<file path="config.mk">
export PLATFORM = sky130hd
export DESIGN_NAME = mem_access_stage
export DESIGN_NICKNAME = d
export VERILOG_FILES = /design/src/rtl/mem_access_stage.sv
export SDC_FILE = /design/constraint.sdc
export NUM_CORES = 1
export LEC_CHECK = 0
export BUFFER_PORTS_ARGS = -buffer_cell sky130_fd_sc_hd__buf_2
export CELL_PAD_IN_SITES_DETAIL_PLACEMENT = 1
export CELL_PAD_IN_SITES_GLOBAL_PLACEMENT = 1
export CORE_MARGIN = 10
export CORE_UTILIZATION = 36
export CTS_CLUSTER_SIZE = 20
export DETAILED_ROUTE_END_ITERATION = 12
export MAX_ROUTING_LAYER = met4
export PLACE_DENSITY_LB_ADDON = 0.1
export SLEW_MARGIN = 20
export SYNTH_ARGS = -nofsm -noshare
export SYNTH_HDL_FRONTEND = slang
export SYNTH_SLANG_ARGS = --single-unit
</file>
<file path="constraint.sdc">
create_clock -name clk -period 1.9 [get_ports clk]
set_input_delay 0.285 -clock clk [delete_from_list [all_inputs] [get_ports clk]]
set_output_delay 0.285 -clock clk [all_outputs]
set_load 0.03 [all_outputs]
</file>
<file path="src/rtl/mem_access_stage.sv">
// Memory-access pipeline stage: takes one ALU result per start pulse, performs an
// optional data-memory read or write with timeout, and produces a writeback result.
module mem_access_stage #(
    parameter int TIMEOUT = 15
) (
    input  logic        clk,
    input  logic        rst_n,
    input  logic        start,
    input  logic [3:0]  op,
    input  logic [15:0] alu_result,
    input  logic [15:0] store_data,
    input  logic [15:0] mem_rdata,
    input  logic        mem_ack,
    output logic        mem_req,
    output logic        mem_we,
    output logic [15:0] mem_addr,
    output logic [15:0] mem_wdata,
    output logic        busy,
    output logic        done,
    output logic        wb_en,
    output logic [15:0] wb_data,
    output logic        err
);

    localparam logic [3:0] OP_LW  = 4'h8;
    localparam logic [3:0] OP_LBU = 4'h9;
    localparam logic [3:0] OP_LBS = 4'hA;
    localparam logic [3:0] OP_SW  = 4'hB;

    localparam int CNT_W = (TIMEOUT < 2) ? 1 : $clog2(TIMEOUT + 1);
    localparam logic [CNT_W-1:0] CNT_LAST = CNT_W'(TIMEOUT - 1);

    typedef enum logic [1:0] {
        S_IDLE = 2'd0,
        S_REQ  = 2'd1,
        S_DONE = 2'd2
    } state_t;

    state_t            state_q, state_d;
    logic [3:0]        op_q, op_d;
    logic [15:0]       addr_q, addr_d;
    logic [15:0]       sdata_q, sdata_d;
    logic [CNT_W-1:0]  cnt_q, cnt_d;
    logic [15:0]       wb_data_q, wb_data_d;
    logic              wb_en_q, wb_en_d;
    logic              err_q, err_d;

    logic        accept;
    logic        in_is_mem;
    logic        in_misaligned;
    logic        req_timeout;
    logic        req_is_sw;
    logic [7:0]  load_byte;
    logic [15:0] load_value;

    function automatic logic is_mem_op(input logic [3:0] o);
        return (o == OP_LW) || (o == OP_LBU) || (o == OP_LBS) || (o == OP_SW);
    endfunction

    assign accept        = (state_q == S_IDLE) && start;
    assign in_is_mem     = is_mem_op(op);
    assign in_misaligned = ((op == OP_LW) || (op == OP_SW)) && alu_result[0];
    assign req_timeout   = (cnt_q == CNT_LAST);
    assign req_is_sw     = (op_q == OP_SW);

    // Byte loads pick the lane from the low address bit; only LBs sign-extends.
    always_comb begin
        load_byte  = addr_q[0] ? mem_rdata[15:8] : mem_rdata[7:0];
        load_value = mem_rdata;
        if (op_q == OP_LBU) begin
            load_value = {8'h00, load_byte};
        end else if (op_q == OP_LBS) begin
            load_value = {{8{load_byte[7]}}, load_byte};
        end
    end

    always_ff @(posedge clk or negedge rst_n) begin
        if (!rst_n) begin
            state_q <= S_IDLE;
        end else begin
            state_q <= state_d;
        end
    end

    always_comb begin
        state_d = state_q;
        case (state_q)
            S_IDLE: begin
                if (start) begin
                    if (in_is_mem && !in_misaligned) begin
                        state_d = S_REQ;
                    end else begin
                        state_d = S_DONE;
                    end
                end
            end
            S_REQ: begin
                if (mem_ack || req_timeout) begin
                    state_d = S_DONE;
                end
            end
            S_DONE:  state_d = S_IDLE;
            default: state_d = S_IDLE;
        endcase
    end

    // Captured operands and the result registers change only on accept or REQ exit.
    always_comb begin
        op_d      = op_q;
        addr_d    = addr_q;
        sdata_d   = sdata_q;
        cnt_d     = cnt_q;
        wb_data_d = wb_data_q;
        wb_en_d   = wb_en_q;
        err_d     = err_q;
        if (accept) begin
            op_d    = op;
            addr_d  = alu_result;
            sdata_d = store_data;
            cnt_d   = '0;
            if (!in_is_mem) begin
                wb_data_d = alu_result;
                wb_en_d   = 1'b1;
                err_d     = 1'b0;
            end else if (in_misaligned) begin
                wb_en_d = 1'b0;
                err_d   = 1'b1;
            end
        end else if (state_q == S_REQ) begin
            if (mem_ack) begin
                err_d = 1'b0;
                if (req_is_sw) begin
                    wb_en_d = 1'b0;
                end else begin
                    wb_en_d   = 1'b1;
                    wb_data_d = load_value;
                end
            end else if (req_timeout) begin
                wb_en_d = 1'b0;
                err_d   = 1'b1;
            end else begin
                cnt_d = cnt_q + 1'b1;
            end
        end
    end

    always_ff @(posedge clk or negedge rst_n) begin
        if (!rst_n) begin
            op_q      <= '0;
            addr_q    <= '0;
            sdata_q   <= '0;
            cnt_q     <= '0;
            wb_data_q <= '0;
            wb_en_q   <= 1'b0;
            err_q     <= 1'b0;
        end else begin
            op_q      <= op_d;
            addr_q    <= addr_d;
            sdata_q   <= sdata_d;
            cnt_q     <= cnt_d;
            wb_data_q <= wb_data_d;
            wb_en_q   <= wb_en_d;
            err_q     <= err_d;
        end
    end

    // Memory-side outputs are forced to zero whenever no request is outstanding.
    always_comb begin
        mem_req   = (state_q == S_REQ);
        mem_we    = mem_req && req_is_sw;
        mem_addr  = mem_req ? {addr_q[15:1], 1'b0} : 16'h0000;
        mem_wdata = mem_we ? sdata_q : 16'h0000;
        busy      = (state_q != S_IDLE);
        done      = (state_q == S_DONE);
        wb_en     = done && wb_en_q;
        err       = done && err_q;
        wb_data   = wb_data_q;
    end

endmodule

</file>
==> impl_metrics.py, run 1 <==
metrics = {
    "timing": {
        "rsz0062_at_grt": "yes",
        "clock.fmax_mhz": 517,
        "hold_viol": 0,
        "tns_ns": -0.277,
        "setup_violations": 13,
        "hold_ws_ns": 0.131,
        "maxSlewViolCount": 0,
        "min_period_ns": 1.93,
        "fin_crit_sh_pct": 102,
        "skew_ns": 0.00852,
        "fin_ws_ns": -0.0346,
    },
    "global_routing": {
        "grt_util_met2_pct": 27.0,
        "met1_usage_pct": 20.5,
        "grt_pass1_wl_mm": 16.4,
        "gr-usage-all-layers_pct": 16.7,
        "grt_pass1_vias": 3099,
        "use_met3_pct": 4.82,
        "grt-ovfl-total": 0,
        "grt_max_degree": 61,
        "gr-max-usage-layer": "met2",
        "antenna_found_initial": 0,
    },
    "clocking": {
        "tritoncts": "built",
        "cts.sinks": 60,
        "cts_inserted_buffers": 9,
        "cts.path.max_buffers": 2,
        "root_buffer": "clkbuf_8",
        "clk_pin_slew_worst_paths_ns": 0.08,
        "cts-htree-levels": 3,
        "clk_latency_ns": 0.34,
    },
    "cells_and_area": {
        "most-common-layout-cells": "120 x nand2_1, 90 x buf_2, 55 x dfrtp_1",
        "final_common_cell": "nand2_1",
        "diodes": 0,
        "fin_nets": 515,
        "syn_to_final_growth_pct": 38.8,
        "drive_gt1_share_pct": 39.8,
    },
    "pwr": {
        "power_leakage_nw": 2.10,
        "p_clk_share_pct": 26.2,
        "combPwrFrac_pct": 31.1,
        "ir_drop_mv": 0.427,
        "power_density_nw_per_um2": 1010,
        "p_int_w": 0.00257,
        "p_seq_share_pct": 42.8,
        "sw_frac_of_total_pct": 37.9,
        "p_switching_w": 0.00157,
    },
    "logic_synthesis": {
        "yosys_warnings": 0,
        "synth.avg_cell_area_um2": 8.88,
        "netlist_area_um2": 2970,
        "ys_ff_latch": 60,
        "syn-instance-count": 334,
        "synth_enable_flop_cells": 0,
        "synth.net_count": 392,
        "synthTopCellsByArea": "dfrtp_1 51%, nand2_1 15%, and2_1 6.8%, a211oi_2 3.8%, o21ai_0 3.4%",
        "async_reset_ff_share_pct": 100,
        "synth_flop_cell": "dfrtp_1",
        "netlist.area_leader.share_pct": 50.6,
        "yosysTopAreaCell": "dfrtp_1",
        "synthDistinctLibCells": 42,
        "synth-seq-area-share_pct": 50.6,
    },
    "drt": {
        "drc": 0,
        "routedWlPerCell_um": 17.8,
        "dr.pass1.iters": 4,
        "wl_mm": 10.1,
        "drt-initial-drc-count": 89,
        "detail-route-antenna-nets": 0,
        "vias": 2759,
        "vias_per_cell": 4.87,
    },
    "worst_setup_path": {
        "path_class": "flop to primary output",
        "cp.arrival_ns": 1.65,
        "path_cells": "nand4b_1, nor2_4, buf_6, and2_4, buf_6",
        "cpMaxStageDelayCell": "dfrtp_1",
        "worstPathMaxFanout": 8,
        "endpoint_kind": "primary output",
        "required_ns": 1.62,
        "crit_buf_inv": 2,
        "cp_common_cell": "buf_6",
        "crit_path_start_kind": "flop",
        "cpPeakStageDelay_ns": 0.39,
        "crit_family": "simple AND/OR/NAND/NOR gates",
    },
    "min_path": {
        "hold_class": "input port to flop",
    },
    "floorplanning": {
        "core_um2": 8130,
        "die_w_um": 111,
        "io_pins": 110,
        "die_area_um2": 12300,
        "die_h_um": 111,
        "rows": 33,
        "start_util_pct": 36.5,
    },
    "placed_design": {
        "hpwl_mm": 7.18,
        "port_buffers": 108,
        "gp_congestion": 0.855,
    },
    "run_status": {
        "status": "complete, but fails checks",
        "failed_checks": "setup timing",
    },
    "run": {
        "cap_violations": 0,
    },
}
## timing repair
item                                    in CTS  in global routing
endpoints found under the setup margin      32                 22
hold buffers                                 1                  0
gates cloned                                 2                  0
hold endpoints to repair                    60                  0
pin swaps                                   14                  5
resized for setup                           63                  4
buffers inserted                             2                  5
## registers in the layout, indices dropped and copies added, names as in the netlist
register	cells
sdata_q	16
op_q	4
state_q	2
cnt_q	4
wb_data	16
addr_q	16
err_q	1
wb_en_q	1
## metal layers
metal	wire, um	up-vias
li1	-	1342
met2	4840	77
met4	96	0
met5	0	-
met1	4600	1331
met3	531	9
## worst register-to-register path, delay by kind of cell, from the launching register on
kind	cells	cell delay, ns
AO/OA/AOI/OAI	2	0.43
AND/OR/NAND/NOR	2	0.53
buffers and inverters	2	0.26
flip-flops	1	0.39
## per-stage QoR
stage          cell area (um2)  instances  util [%]  worst slack [ns]  total power (W)
3_3_place_gp              3650        541      44.9             0.212          0.00300
5_1_grt                   4120        567      50.6            -0.116          0.00443
2_1_floorplan             2970        334         -            0.0549          0.00257
4_1_cts                   4060        562      49.9           -0.0244          0.00417
6_report                  4120        567      50.6           -0.0346          0.00414
3_5_place_dp              3650        541      44.9             0.140          0.00305
## power by group through the flow
stage	clock (W)	sequential, W	combinational [W]
5_1_grt	0.00118	0.00181	0.00144
4_1_cts	0.00111	0.00178	0.00128
6_report	0.00108	0.00177	0.00129
3_5_place_dp	0	0.00179	0.00125
3_3_place_gp	0	0.00178	0.00122
2_1_floorplan	0	0.00198	0.000597
## worst paths after layout
kind,startpoint,cells past startpoint,to,slack (ns)
setup reg to reg,op_q[2]$_DFFE_PN0P_,6,wb_data[2]$_DFFE_PN0P_,0.18
hold / removal,store_data[13],3,sdata_q[13]$_DFFE_PN0P_,0.13
max in group asynchronous,rst_n,3,state_q[0]$_DFFE_PN0P_,1.11
min in group asynchronous,rst_n,3,addr_q[13]$_DFFE_PN0P_,0.49
hold reg to reg,addr_q[12]$_DFFE_PN0P_,2,addr_q[12]$_DFFE_PN0P_,0.47
setup / recovery,op_q[2]$_DFFE_PN0P_,5,mem_wdata[2],-0.03
## synth_stat cells (2+ instances only)
master      n
nor2_1     14
xnor2_1     2
inv_1       4
buf_6       2
buf_2       4
o21ai_1     8
o21ai_0    20
nand2_1   121
dfrtp_1    60
nor3_1      3
nand3_1     2
clkbuf_1    7
nor3b_1     8
a31oi_1     9
a211oi_2    9
ha_1        2
and2_1     32
buf_4       3
## final cells by class
type                       count  area [um2]
sequential                    60        1510
clock buffer                  11         151
clock inverter                 5        36.3
inverter                       5        31.3
tap                          105         131
multi-input combinational    252        1400
timing repair buffer         129         855
fill                         973        4020
## cells by family after synthesis
kind of cell	share of synthesized area, %
xor gates and xnor gates	1.43
buffers and inverters	3.88
AOI/OAI and AO/OA	13.4
adders and majority gates	0.844
DFF	50.6
and+or+nand+nor	29.4
muxes	0.338
other	0.126
(Power assumes the default switching activity.)
==> run 2: changes to the inputs <==
- CELL_PAD_IN_SITES_DETAIL_PLACEMENT: 1 -> default
- CELL_PAD_IN_SITES_GLOBAL_PLACEMENT: 1 -> default
- CORE_MARGIN: 10 -> default
- CORE_UTILIZATION: 36 -> 49
- PLACE_DENSITY: default -> 0.79
- PLACE_DENSITY_LB_ADDON: 0.1 -> default
==> impl_metrics.py, run 2 (synthesized netlist as in run 1, its figures left out) <==
metrics = {
    "run_status": {
        "status": "complete, but fails checks",
        "failed_checks": "setup timing",
    },
    "worst_setup_path": {
        "r2r_setup_slack_ns": 0.12,
        "timing.rr.end": "wb_data[10]$_DFFE_PN0P_",
        "endpoint_kind": "primary output",
        "reg2regPathDepth": 7,
        "cp_common_cell": "buf_6",
        "path_cells": "nand4b_1, nor2_4, buf_6, and2_4, buf_6",
        "crit_path_start_kind": "flop",
        "cp.arrival_ns": 1.64,
        "cpMaxStageDelayCell": "dfrtp_1",
        "timing.rr.start": "op_q[2]$_DFFE_PN0P_",
        "path_class": "flop to primary output",
        "required_ns": 1.62,
        "cpPeakStageDelay_ns": 0.38,
        "worstPathMaxFanout": 8,
    },
    "min_path": {
        "hold_class": "input port to flop",
        "min_to": "sdata_q[9]$_DFFE_PN0P_",
        "hold_depth": 3,
        "hp-start": "store_data[9]",
    },
    "floorplanning": {
        "die_area_um2": 6370,
        "rows": 27,
        "die_w_um": 79.8,
        "io_pins": 110,
        "core_um2": 5680,
        "start_util_pct": 52.2,
        "die_h_um": 79.8,
    },
    "cells_and_area": {
        "final_common_cell": "nand2_1",
        "fin_nets": 511,
        "most-common-layout-cells": "121 x nand2_1, 92 x buf_2, 56 x dfrtp_1",
        "diodes": 0,
        "syn_to_final_growth_pct": 36.8,
        "drive_gt1_share_pct": 37.6,
        "fill_cells": 478,
    },
    "global_routing": {
        "antenna_found_initial": 0,
        "grt_max_degree": 47,
        "grt_pass1_wl_mm": 12.7,
        "grt-ovfl-total": 0,
        "grt_pass1_vias": 2693,
        "gr-usage-all-layers_pct": 27.3,
    },
    "clocking": {
        "cts-htree-levels": 3,
        "tritoncts": "built",
        "clk_pin_slew_worst_paths_ns": 0.07,
        "cts.path.max_buffers": 2,
        "cts.sinks": 60,
        "cts_inserted_buffers": 9,
        "root_buffer": "clkbuf_8",
        "clk_latency_ns": 0.34,
    },
    "pwr": {
        "sw_frac_of_total_pct": 34.0,
        "ir_drop_mv": 0.619,
        "p_switching_w": 0.00149,
        "p_seq_share_pct": 40.6,
        "finalPower_w": 0.00438,
        "p_int_w": 0.00289,
        "combPwrFrac_pct": 28.5,
        "power_density_nw_per_um2": 1080,
        "power_leakage_nw": 2.10,
        "p_clk_share_pct": 30.9,
    },
    "drt": {
        "detail-route-antenna-nets": 0,
        "vias_per_cell": 5.20,
        "wl_mm": 7.98,
        "dr.pass1.iters": 7,
        "drt-initial-drc-count": 163,
        "vias": 2755,
        "routedWlPerCell_um": 15.0,
        "drc": 0,
    },
    "timing": {
        "min_period_ns": 1.93,
        "fin_crit_sh_pct": 101,
        "rsz0062_at_grt": "yes",
        "maxSlewViolCount": 0,
        "skew_ns": 0.00645,
        "hold_ws_ns": 0.139,
        "clock.fmax_mhz": 519,
        "hold_viol": 0,
        "setup_violations": 16,
        "fin_ws_ns": -0.0271,
    },
    "placed_design": {
        "gp_congestion": 0.842,
        "hpwl_mm": 5.51,
        "port_buffers": 108,
    },
    "run": {
        "cap_violations": 0,
    },
}
## run 2: how the worst max path moves through the flow
stage | startpoint | slack [ns] | endpoint
floorplan | state_q[1]$_DFFE_PN0P_ | 0.05 | mem_addr[10]
global placement | state_q[1]$_DFFE_PN0P_ | 0.20 | wb_data[12]$_DFFE_PN0P_
detailed placement | state_q[1]$_DFFE_PN0P_ | 0.14 | wb_data[12]$_DFFE_PN0P_
CTS | op_q[2]$_DFFE_PN0P_ | 0.002 | mem_wdata[2]
global route | op_q[2]$_DFFE_PN0P_ | -0.12 | mem_wdata[12]
finish | op_q[2]$_DFFE_PN0P_ | -0.03 | mem_wdata[12]
## run 2: area by class of cell
class	instances	area, um2	share of cell area, %
multi-input cells	252	1400	34.6
clock buffers	11	131	3.24
inverters	5	21.3	0.525
flip-flops and latches	60	1510	37.1
clock inverters	5	100	2.47
well taps	72	90.1	2.22
repair buffers	125	803	19.8
## run 2: per-layer routing
metal,wire [um],vias up,track usage (%)
li1,-,1337,-
met1,3400,1281,33.3
met2,3860,124,43.2
met3,595,13,7.20
met4,117,0,11.1
met5,0,-,-
## run 2: per-stage QoR
stage / TNS, ns / util [%] / cells / worst slack [ns] / area (um2)
2_1_floorplan: 0 / - / 334 / 0.0549 / 2970
3_3_place_gp: 0 / 63.6 / 508 / 0.200 / 3610
3_5_place_dp: 0 / 63.6 / 508 / 0.139 / 3610
4_1_cts: 0 / 69.5 / 529 / 0.00153 / 3940
5_1_grt: -1.66 / 71.5 / 530 / -0.115 / 4060
6_report: -0.184 / 71.5 / 530 / -0.0271 / 4060
## run 2: what timing repair did
item	CTS	global route
cloned	1	1
endpoints found under the setup margin	31	33
setup buffers	3	0
pin swaps	0	13
hold buffers	1	0
endpoints found under the hold margin	14	0
gates resized for setup	26	32
## run 2: critical path, delay by kind of cell, from the launching register on
kind | cells | cell delay [ns]
DFF | 1 | 0.38
buffers and inverters | 2 | 0.28
and+or+nand+nor | 3 | 0.64
## run 2: power by group through the flow
stage                     Sequential [W]  Clock [W]  Combinational [W]
after global placement           0.00177          0            0.00119
after detailed placement         0.00179          0            0.00122
after floorplan                  0.00198          0           0.000597
after global routing             0.00182    0.00143            0.00137
final                            0.00178    0.00136            0.00125
after CTS                        0.00177    0.00138            0.00124
